--- config.mk ---
export PLATFORM = sky130hd
export DESIGN_NAME = m68k_bus_master_flat
export DESIGN_NICKNAME = d
export VERILOG_FILES = /design/src/rtl/m68k_bus_master_if.sv /design/src/rtl/m68k_bus_master.sv /design/src/flat_wrapper.sv
export SDC_FILE = /design/constraint.sdc
export NUM_CORES = 1
export LEC_CHECK = 0
export CAP_MARGIN = 20
export CORE_ASPECT_RATIO = 1.25
export CORE_MARGIN = 1
export CORE_UTILIZATION = 41
export DETAILED_ROUTE_END_ITERATION = 12
export GPL_ROUTABILITY_DRIVEN = 0
export PLACE_DENSITY = 0.88
export SLEW_MARGIN = 30
export SYNTH_ARGS = -nofsm -noshare
export SYNTH_HDL_FRONTEND = slang
export SYNTH_SLANG_ARGS = --single-unit
--- constraint.sdc ---
create_clock -name i_clk -period 2.3 [get_ports i_clk]
set_clock_uncertainty 0.2 [all_clocks]
set_input_delay 0.69 -clock i_clk [delete_from_list [all_inputs] [get_ports i_clk]]
set_output_delay 0.69 -clock i_clk [all_outputs]
set_load 0.02 [all_outputs]
--- src/rtl/m68k_bus_master_if.sv ---
// Request/status side and 68000 bus side of the bus master, grouped for port connection.
// master = the bus initiator; slave = the requester plus the system controller around it.
interface m68k_bus_master_if;
    logic        req;
    logic        req_rw;
    logic [22:0] req_addr;
    logic [1:0]  req_be;
    logic [15:0] req_wdata;
    logic        busy;
    logic        done;
    logic        err;
    logic [15:0] rdata;
    logic [22:0] addr;
    logic [15:0] data_out;
    logic        data_oe;
    logic [15:0] data_in;
    logic        as;
    logic        uds;
    logic        lds;
    logic        rw;
    logic        dtack;
    logic        berr;

    modport master (
        input  req, req_rw, req_addr, req_be, req_wdata, data_in, dtack, berr,
        output busy, done, err, rdata, addr, data_out, data_oe, as, uds, lds, rw
    );

    modport slave (
        output req, req_rw, req_addr, req_be, req_wdata, data_in, dtack, berr,
        input  busy, done, err, rdata, addr, data_out, data_oe, as, uds, lds, rw
    );
endinterface

--- src/rtl/m68k_bus_master.sv ---
// 68000-style bus initiator: single-cycle request -> AS/UDS/LDS/RW cycle, ends on DTACK/BERR.
// Optional WAIT-state timeout when BUS_TIMEOUT_EN is defined (length TIMEOUT_CYCLES).
//   state   | meaning
//   S_IDLE  | waiting for a request
//   S_ADDR  | address and RW driven, strobes high
//   S_ASRT  | AS low; read strobes low, write data driven
//   S_WDS   | write data strobes low
//   S_WAIT  | waiting for DTACK/BERR (or timeout)
//   S_TERM  | strobes released, DONE pulse
//   S_RECOV | bus released, back to idle
module m68k_bus_master #(
    parameter int unsigned TIMEOUT_CYCLES = 64
) (
    input  logic              i_clk,
    input  logic              i_rst,
    m68k_bus_master_if.master bus
);

    typedef enum logic [2:0] {
        S_IDLE  = 3'd0,
        S_ADDR  = 3'd1,
        S_ASRT  = 3'd2,
        S_WDS   = 3'd3,
        S_WAIT  = 3'd4,
        S_TERM  = 3'd5,
        S_RECOV = 3'd6
    } state_t;

    state_t      r_state;
    state_t      w_state_nxt;
    logic        r_write;
    logic [1:0]  r_be;
    logic [22:0] r_addr;
    logic [15:0] r_wdata;
    logic [15:0] r_rdata;
    logic        r_err;
    logic        w_accept;
    logic        w_illegal;
    logic        w_timeout;

    assign w_accept  = (r_state == S_IDLE) && bus.req;
    assign w_illegal = (bus.req_be == 2'b00);

`ifdef BUS_TIMEOUT_EN
    localparam int unsigned TMO_W = $clog2(TIMEOUT_CYCLES + 1);

    logic [TMO_W-1:0] r_tmo_cnt;

    // Down-counter preloaded outside WAIT; terminal count marks the last allowed WAIT cycle.
    always_ff @(posedge i_clk) begin
        if (!i_rst) begin
            r_tmo_cnt <= '0;
        end else if (r_state != S_WAIT) begin
            r_tmo_cnt <= TMO_W'(TIMEOUT_CYCLES - 1);
        end else if (r_tmo_cnt != '0) begin
            r_tmo_cnt <= r_tmo_cnt - TMO_W'(1);
        end
    end

    assign w_timeout = (r_tmo_cnt == '0);
`else
    logic w_unused_tmo;
    assign w_unused_tmo = ^TIMEOUT_CYCLES;
    assign w_timeout    = 1'b0;
`endif

    always_ff @(posedge i_clk) begin
        if (!i_rst) begin
            r_state <= S_IDLE;
            r_write <= 1'b0;
            r_be    <= 2'b00;
            r_addr  <= '0;
            r_wdata <= '0;
            r_rdata <= '0;
            r_err   <= 1'b0;
        end else begin
            r_state <= w_state_nxt;
            if (w_accept) begin
                r_err   <= w_illegal;
                r_write <= ~bus.req_rw & ~w_illegal;
                r_be    <= bus.req_be;
                if (!w_illegal) begin
                    r_addr <= bus.req_addr;
                    if (!bus.req_rw) begin
                        r_wdata <= bus.req_wdata;
                    end
                end
            end
            if (r_state == S_WAIT) begin
                if (!bus.berr) begin
                    r_err <= 1'b1;
                end else if (!bus.dtack) begin
                    if (!r_write) begin
                        r_rdata <= bus.data_in;
                    end
                end else if (w_timeout) begin
                    r_err <= 1'b1;
                end
            end
        end
    end

    always_comb begin
        w_state_nxt = r_state;
        case (r_state)
            S_IDLE:  if (bus.req) w_state_nxt = w_illegal ? S_TERM : S_ADDR;
            S_ADDR:  w_state_nxt = S_ASRT;
            S_ASRT:  w_state_nxt = r_write ? S_WDS : S_WAIT;
            S_WDS:   w_state_nxt = S_WAIT;
            S_WAIT:  if (!bus.berr || !bus.dtack || w_timeout) w_state_nxt = S_TERM;
            S_TERM:  w_state_nxt = S_RECOV;
            S_RECOV: w_state_nxt = S_IDLE;
            default: w_state_nxt = S_IDLE;
        endcase
    end

    always_comb begin
        bus.as      = 1'b1;
        bus.uds     = 1'b1;
        bus.lds     = 1'b1;
        bus.rw      = 1'b1;
        bus.data_oe = 1'b0;
        case (r_state)
            S_ADDR: begin
                bus.rw = ~r_write;
            end
            S_ASRT: begin
                bus.as      = 1'b0;
                bus.rw      = ~r_write;
                bus.data_oe = r_write;
                if (!r_write) begin
                    {bus.uds, bus.lds} = ~r_be;
                end
            end
            S_WDS, S_WAIT: begin
                bus.as             = 1'b0;
                bus.rw             = ~r_write;
                bus.data_oe        = r_write;
                {bus.uds, bus.lds} = ~r_be;
            end
            S_TERM: begin
                bus.rw      = ~r_write;
                bus.data_oe = r_write;
            end
            default: begin
            end
        endcase
    end

    assign bus.busy     = (r_state != S_IDLE);
    assign bus.done     = (r_state == S_TERM);
    assign bus.err      = r_err;
    assign bus.rdata    = r_rdata;
    assign bus.addr     = r_addr;
    assign bus.data_out = r_wdata;

endmodule
--- src/flat_wrapper.sv ---
// flat-port wrapper written by rule: the top's interface ports become plain ports
module m68k_bus_master_flat 
#(
    parameter int unsigned TIMEOUT_CYCLES = 64
)
  (i_clk, i_rst, bus_req, bus_req_rw, bus_req_addr, bus_req_be, bus_req_wdata, bus_data_in, bus_dtack, bus_berr, bus_busy, bus_done, bus_err, bus_rdata, bus_addr, bus_data_out, bus_data_oe, bus_as, bus_uds, bus_lds, bus_rw);
  m68k_bus_master_if bus_i ();
  input  logic i_clk;
  input  logic i_rst;
  input wire logic [$bits(bus_i.req)-1:0] bus_req;
  input wire logic [$bits(bus_i.req_rw)-1:0] bus_req_rw;
  input wire logic [$bits(bus_i.req_addr)-1:0] bus_req_addr;
  input wire logic [$bits(bus_i.req_be)-1:0] bus_req_be;
  input wire logic [$bits(bus_i.req_wdata)-1:0] bus_req_wdata;
  input wire logic [$bits(bus_i.data_in)-1:0] bus_data_in;
  input wire logic [$bits(bus_i.dtack)-1:0] bus_dtack;
  input wire logic [$bits(bus_i.berr)-1:0] bus_berr;
  output wire logic [$bits(bus_i.busy)-1:0] bus_busy;
  output wire logic [$bits(bus_i.done)-1:0] bus_done;
  output wire logic [$bits(bus_i.err)-1:0] bus_err;
  output wire logic [$bits(bus_i.rdata)-1:0] bus_rdata;
  output wire logic [$bits(bus_i.addr)-1:0] bus_addr;
  output wire logic [$bits(bus_i.data_out)-1:0] bus_data_out;
  output wire logic [$bits(bus_i.data_oe)-1:0] bus_data_oe;
  output wire logic [$bits(bus_i.as)-1:0] bus_as;
  output wire logic [$bits(bus_i.uds)-1:0] bus_uds;
  output wire logic [$bits(bus_i.lds)-1:0] bus_lds;
  output wire logic [$bits(bus_i.rw)-1:0] bus_rw;
  assign bus_i.req = bus_req;
  assign bus_i.req_rw = bus_req_rw;
  assign bus_i.req_addr = bus_req_addr;
  assign bus_i.req_be = bus_req_be;
  assign bus_i.req_wdata = bus_req_wdata;
  assign bus_i.data_in = bus_data_in;
  assign bus_i.dtack = bus_dtack;
  assign bus_i.berr = bus_berr;
  assign bus_busy = bus_i.busy;
  assign bus_done = bus_i.done;
  assign bus_err = bus_i.err;
  assign bus_rdata = bus_i.rdata;
  assign bus_addr = bus_i.addr;
  assign bus_data_out = bus_i.data_out;
  assign bus_data_oe = bus_i.data_oe;
  assign bus_as = bus_i.as;
  assign bus_uds = bus_i.uds;
  assign bus_lds = bus_i.lds;
  assign bus_rw = bus_i.rw;
  m68k_bus_master #(.TIMEOUT_CYCLES(TIMEOUT_CYCLES)) u_core (.i_clk(i_clk), .i_rst(i_rst), .bus(bus_i));
endmodule
== Word-level counts from Yosys, hierarchy flattened ==
Index checks and enable logic that the tools add are counted.

* Equal/unequal tests: 7
* Magnitude comparators: 0
* Shift operators: 0
* Div/mod/pow operators: 0
* Bitwise operators: 6
* Multiply operators: 0
* Add/sub/neg operators: 0
* Multiplexer cells: 15
* Reductions and logical operators: 15

{| class="wikitable"
|+ Operators with widths
! operator !! number
|-
| $pmux 3 s6 || 1
|-
| $mux 3 || 4
|-
| $mux 1 || 8
|-
| $eq 3x2->1 const B || 2
|-
| $eq 3x3->1 const B || 2
|-
| $reduce_or 5->1 || 1
|-
| $ne 2x2->1 const B || 2
|-
| $not 1->1 || 4
|-
| $pmux 1 s2 || 2
|-
| $reduce_and 2->1 || 2
|-
| $reduce_and 4->1 || 1
|-
| $reduce_or 4->1 || 1
|-
| $eq 3x1->1 const B || 1
|-
| $logic_not 3->1 || 1
|-
| $reduce_and 3->1 || 1
|-
| $reduce_bool 3->1 || 1
|-
| $reduce_or 3->1 || 1
|-
| $logic_not 1->1 || 2
|-
| $logic_not 2->1 || 1
|-
| $not 2->2 || 1
|-
| $reduce_or 2->1 || 1
|-
| $and 1x1->1 || 1
|-
| $logic_and 1x1->1 || 1
|-
| $logic_or 1x1->1 || 1
|}

* Input port bits: 63
* Bits in latches: 0
* RAM bits: 0
* Word-level logic and storage cells: 50
* Output and inout port bits: 63
* Memories: 0
* Memory bits (read-only): 0
* Flip-flop bits (word level): 62

== Depth between registers and ports, before layout ==
* Word-level depth: 5
* Gate-level depth with buffers: 6
* Mapped depth without buffers: 4

== Worst setup path after synthesis ==
OpenSTA, ideal clock, no wires.

* Kind: register to output
* Start point: register u_core.r_state[0]
* End point: output bus_as
* Stages on the path, launching flop included: 5
* Path slack: 0.192 ns
* Required time: 1.410 ns
* Arrival time: 1.218 ns
* Path buffers: 2
* Cells stage by stage: dfxtp_1 buf_4 nor2_1 buf_2 a21oi_1

* Cells in the longest elaborated chain, start to end: 3
* Elaborated cells on any way between the ends: 5
* Classes of those cells: eq/ne (3); mux (1); reduce/logical (1)

{| class="wikitable"
|+ Ends and longest elaborated chain
! item !! RTL line !! RTL
|-
| start: declaration || m68k_bus_master.sv:29 || <nowiki>state_t r_state;</nowiki>
|-
| start signal: assignment || m68k_bus_master.sv:77 || <nowiki>r_state <= w_state_nxt;</nowiki>
|-
| $eq 3x2->1 / $eq 3x3->1 (equally long branches) || m68k_bus_master.sv:123 || <nowiki>case (r_state)</nowiki>
|-
| $reduce_or 3->1 (no line) * || n/a ||
|-
| $mux 1 * || m68k_bus_master.sv:123 ||
|-
| end: declaration || flat_wrapper.sv:25 || <nowiki>output wire logic [$bits(bus_i.as)-1:0] bus_as;</nowiki>
|}

Every way passes the cells marked *; elsewhere a longest branch is shown, timed or not.

== Final worst setup path ==
* Start point: register u_core.r_state[2]
* End point: output bus_uds

* Cells in the longest elaborated chain, start to end: 3
* Elaborated cells on any way between the ends: 5
* Classes of those cells: eq/ne (3); mux (1); reduce/logical (1)

{| class="wikitable"
|+ Ends and longest elaborated chain
! item !! RTL line !! RTL
|-
| $eq 3x2->1 / $eq 3x3->1 (equally long branches) || m68k_bus_master.sv:123 ||
|-
| $reduce_or 2->1 || m68k_bus_master.sv:123 ||
|-
| $pmux 1 s2 * || m68k_bus_master.sv:123 ||
|-
| end: declaration || flat_wrapper.sv:26 || <nowiki>output wire logic [$bits(bus_i.uds)-1:0] bus_uds;</nowiki>
|}

Marks and branches as above.

==> flow_summary.rst <==
.. list-table::
   :header-rows: 1

   * - Metric
     - Value
   * - Core region area
     - 0.006166 mm2
   * - Post-synth top area cell
     - sky130_fd_sc_hd__dfxtp_1
   * - Total Routed Length
     - 6794 um
   * - Yosys reg bits
     - 62
   * - Maximum capacitance violations
     - 0
   * - Library cell with the highest instance count after synthesis
     - sky130_fd_sc_hd__nand2_1
   * - Worst reg2reg endpoint
     - u_core.bus.data_out[8]
   * - Largest net degree at the start of global routing
     - 46
   * - List of most frequent post-synthesis cells
     - sky130_fd_sc_hd__nand2_1, sky130_fd_sc_hd__dfxtp_1, sky130_fd_sc_hd__mux2i_1
   * - Fraction of final layout cells sized beyond drive strength 1
     - 11.57%
   * - Avg Synthesized Cell Area
     - 8.881 um2
   * - Net count of the mapped netlist
     - 361
   * - Count of nets left with antenna violations after detail routing
     - 0
   * - Number of standard cells in the final layout excluding fillers
     - 517
   * - Yosys synthesis warning count
     - 0
   * - Vias in the first global route
     - 2492
   * - Util after Layout
     - 67.86%
   * - Overflow after GRT
     - 0
   * - Critical path type
     - register to output port
   * - Critical path launch point type
     - register
   * - Smallest hold slack
     - 0.2548 ns
   * - Std cell rows
     - 32
   * - Area share of the largest cell type after synthesis
     - 47.37%
   * - Run status
     - complete, no violations
   * - Setup TNS
     - 0 ns
   * - Number of DRC violations after detailed routing
     - 0
   * - Clock slew seen by the registers of the worst setup and hold paths
     - 0.07 ns
   * - H-tree depth reported by CTS
     - 3
   * - Post-CTS setup buffer count
     - 0
   * - Period utilization
     - 96.70%
   * - Slew of the pin with the lowest slew margin
     - 0.6643 ns
   * - Routed vias/inst
     - 4.818
   * - Summed instance area of the synthesized netlist
     - 0.002620 mm2
   * - Initial antenna violation count
     - 0
   * - Total of hold buffers inserted after clock tree synthesis
     - 0
   * - Clock Latency Late Sink
     - 0.33 ns
   * - Worst r2r path cells
     - 5
   * - Highest achievable clock rate
     - 449.6 MHz
   * - Number of setup violations in the final report
     - 0
   * - Number of library cell types mapped by synthesis
     - 33
   * - Count of mapped cells out of synthesis
     - 295
   * - Post-layout nets
     - 494
   * - Die Outline Area
     - 0.006716 mm2
   * - CTS tree
     - yes
   * - Overall via count from detail_route
     - 2491
   * - Crit path DAT
     - 1.33 ns
   * - Register-to-register path setup slack
     - 0.47 ns
   * - Endpoint type of the worst setup path
     - output port
   * - Critical path required time
     - 1.41 ns
   * - Wire length of the first global-routing pass
     - 10940 um
   * - Worst r2r src
     - u_core.r_state[2]
   * - Worst setup path endpoint
     - bus_uds
   * - Number of max-slew violations in the final report
     - 0
   * - Worst Path Max Fanout
     - 8
   * - Critical Path Source
     - u_core.r_state[2]
   * - Share of the yosys chip area belonging to registers
     - 47.37%
   * - Cell Count Post-Placement
     - 502
   * - Horiz. Die Dim
     - 73.50 um
   * - Count of input and output buffers
     - 125
   * - Total iterations of the first detailed-routing run
     - 4
   * - Inserted Clock Buffers
     - 9
   * - Buffer depth of the longest clock path
     - 2
   * - IR Drop Worst-Case VDD
     - 453.6 uV
   * - Number of violations reported at the end of detailed-routing iteration 0
     - 46
   * - Clock Tree Root
     - sky130_fd_sc_hd__clkbuf_8
   * - Global routing usage summed across all routing layers
     - 21.14%
   * - Detailed placer's ending HPWL
     - 5112 um
   * - Number of filler instances in the final layout
     - 539
   * - Initial Util
     - 42.49%
   * - Relative max-transition margin
     - 55.71%
   * - Top-level port count
     - 126
   * - Worst hold path class
     - register to register
   * - Antenna cells
     - 0
   * - Power density of the placed cells
     - 664.1 mW/mm2
   * - Final critical-path required period
     - 2.224 ns
   * - P&R area growth vs syn
     - 59.69%
   * - Overall die height
     - 91.38 um
   * - Sink Count
     - 62
   * - Leading cell types by total area after synthesis
     - sky130_fd_sc_hd__dfxtp_1, sky130_fd_sc_hd__mux2i_1, sky130_fd_sc_hd__nand2_1
   * - Setup repair after global routing missed its margin
     - no
   * - Number of hold-slack violations in the final timing report
     - 0
   * - Pleak
     - 1.574 nW
   * - Number of enable flip-flop cells after synthesis
     - 0
   * - Ys flop type
     - sky130_fd_sc_hd__dfxtp_1
   * - Async set-reset flop share out of synthesis
     - 0%
   * - Overall power consumption
     - 0.002778 W
   * - Drt wl/cell
     - 13.14 um
[final cells by class]
| cell class | instances | area [um2] | share of cell area [%] |
|---|---|---|---|
| Inverter | 4 | 15.01 | 0.3589 |
| Timing Repair Buffer | 145 | 1401 | 33.49 |
| Multi-Input combinational cell | 206 | 1241 | 29.67 |
| Sequential cell | 62 | 1245 | 29.75 |
| Tap cell | 85 | 106.4 | 2.542 |
| Clock buffer | 12 | 155.1 | 3.708 |
| Clock inverter | 3 | 20.02 | 0.4785 |
[cell families after synthesis]
family	count (synthesis)	share of synthesized area, %
mux	41	15.66
compound gates	43	9.074
flops	62	47.37
fa+ha+maj	3	1.433
simple gates	119	20.44
buf+inv	27	6.017
[how the worst min path moves through the flow]
stage | startpoint | to | slack (ns) | cells after the start
floorplan | u_core.r_be[0] | u_core.r_be[0] | 0.26 | 2
global placement | u_core.bus.data_out[14] | u_core.bus.data_out[14] | 0.24 | 2
detailed placement | u_core.bus.data_out[13] | u_core.bus.data_out[13] | 0.25 | 2
CTS | u_core.bus.data_out[0] | u_core.bus.data_out[0] | 0.26 | 2
global route | u_core.bus.addr[15] | u_core.bus.addr[15] | 0.28 | 2
finish | u_core.bus.data_out[0] | u_core.bus.data_out[0] | 0.25 | 2
[metrics by stage]
stage               setup WS [ns]  cell area, um2
floorplan                  0.1924            2620
global placement         -0.08231            4033
detailed placement        -0.1259            4033
CTS                       0.02016            4193
global route             0.006365            4184
finish                    0.07595            4184
[per-layer routing]
layer	wire length (um)	global-route usage, %
met1	2642	22.51
met2	3473	36.62
met4	198	9.455
met5	0	0
met3	479	7.325
[flip-flops by register name (all words and copies together), names as in the netlist]
signal               flops
u_core.r_state           3
u_core.bus.rdata        16
u_core.bus.data_out     16
u_core.bus.err           1
u_core.r_write           1
u_core.bus.addr         23
u_core.r_be              2
[what timing repair did]
| item | CTS | global route |
|---|---|---|
| gates resized for setup | 29 | 3 |
| pin swaps | 0 | 1 |
| setup endpoints to repair | 7 | 3 |
[report_power, final]
part	internal (W)	leakage [nW]	total (W)	switching, W
Combinational	0.000386	0.984	0.000743	0.000357
Sequential	0.00115	0.506	0.00121	0.0000510
Clock	0.000442	0.0845	0.000830	0.000389
Total	0.00198	1.57	0.00278	0.000796
[critical path, stage by stage (launching register included)]
cell and delay [ns]:
sky130_fd_sc_hd__dfxtp_2 0.37, sky130_fd_sc_hd__buf_4 0.16, sky130_fd_sc_hd__a22o_1 0.23, sky130_fd_sc_hd__nand2_1 0.09, sky130_fd_sc_hd__buf_2 0.16
[layout by cell type (no fill, tap or decap), drive strengths merged, types with 6 or more instances in the layout]
cell type      instances
nor2                   6
clkdlybuf4s50        117
o21ai                 18
buf                   27
dfxtp                 62
clkbuf                13
a21oi                 17
nand3                 17
nand2                 82
mux2i                 41
Note: power is estimated with default switching activity, not from simulation.
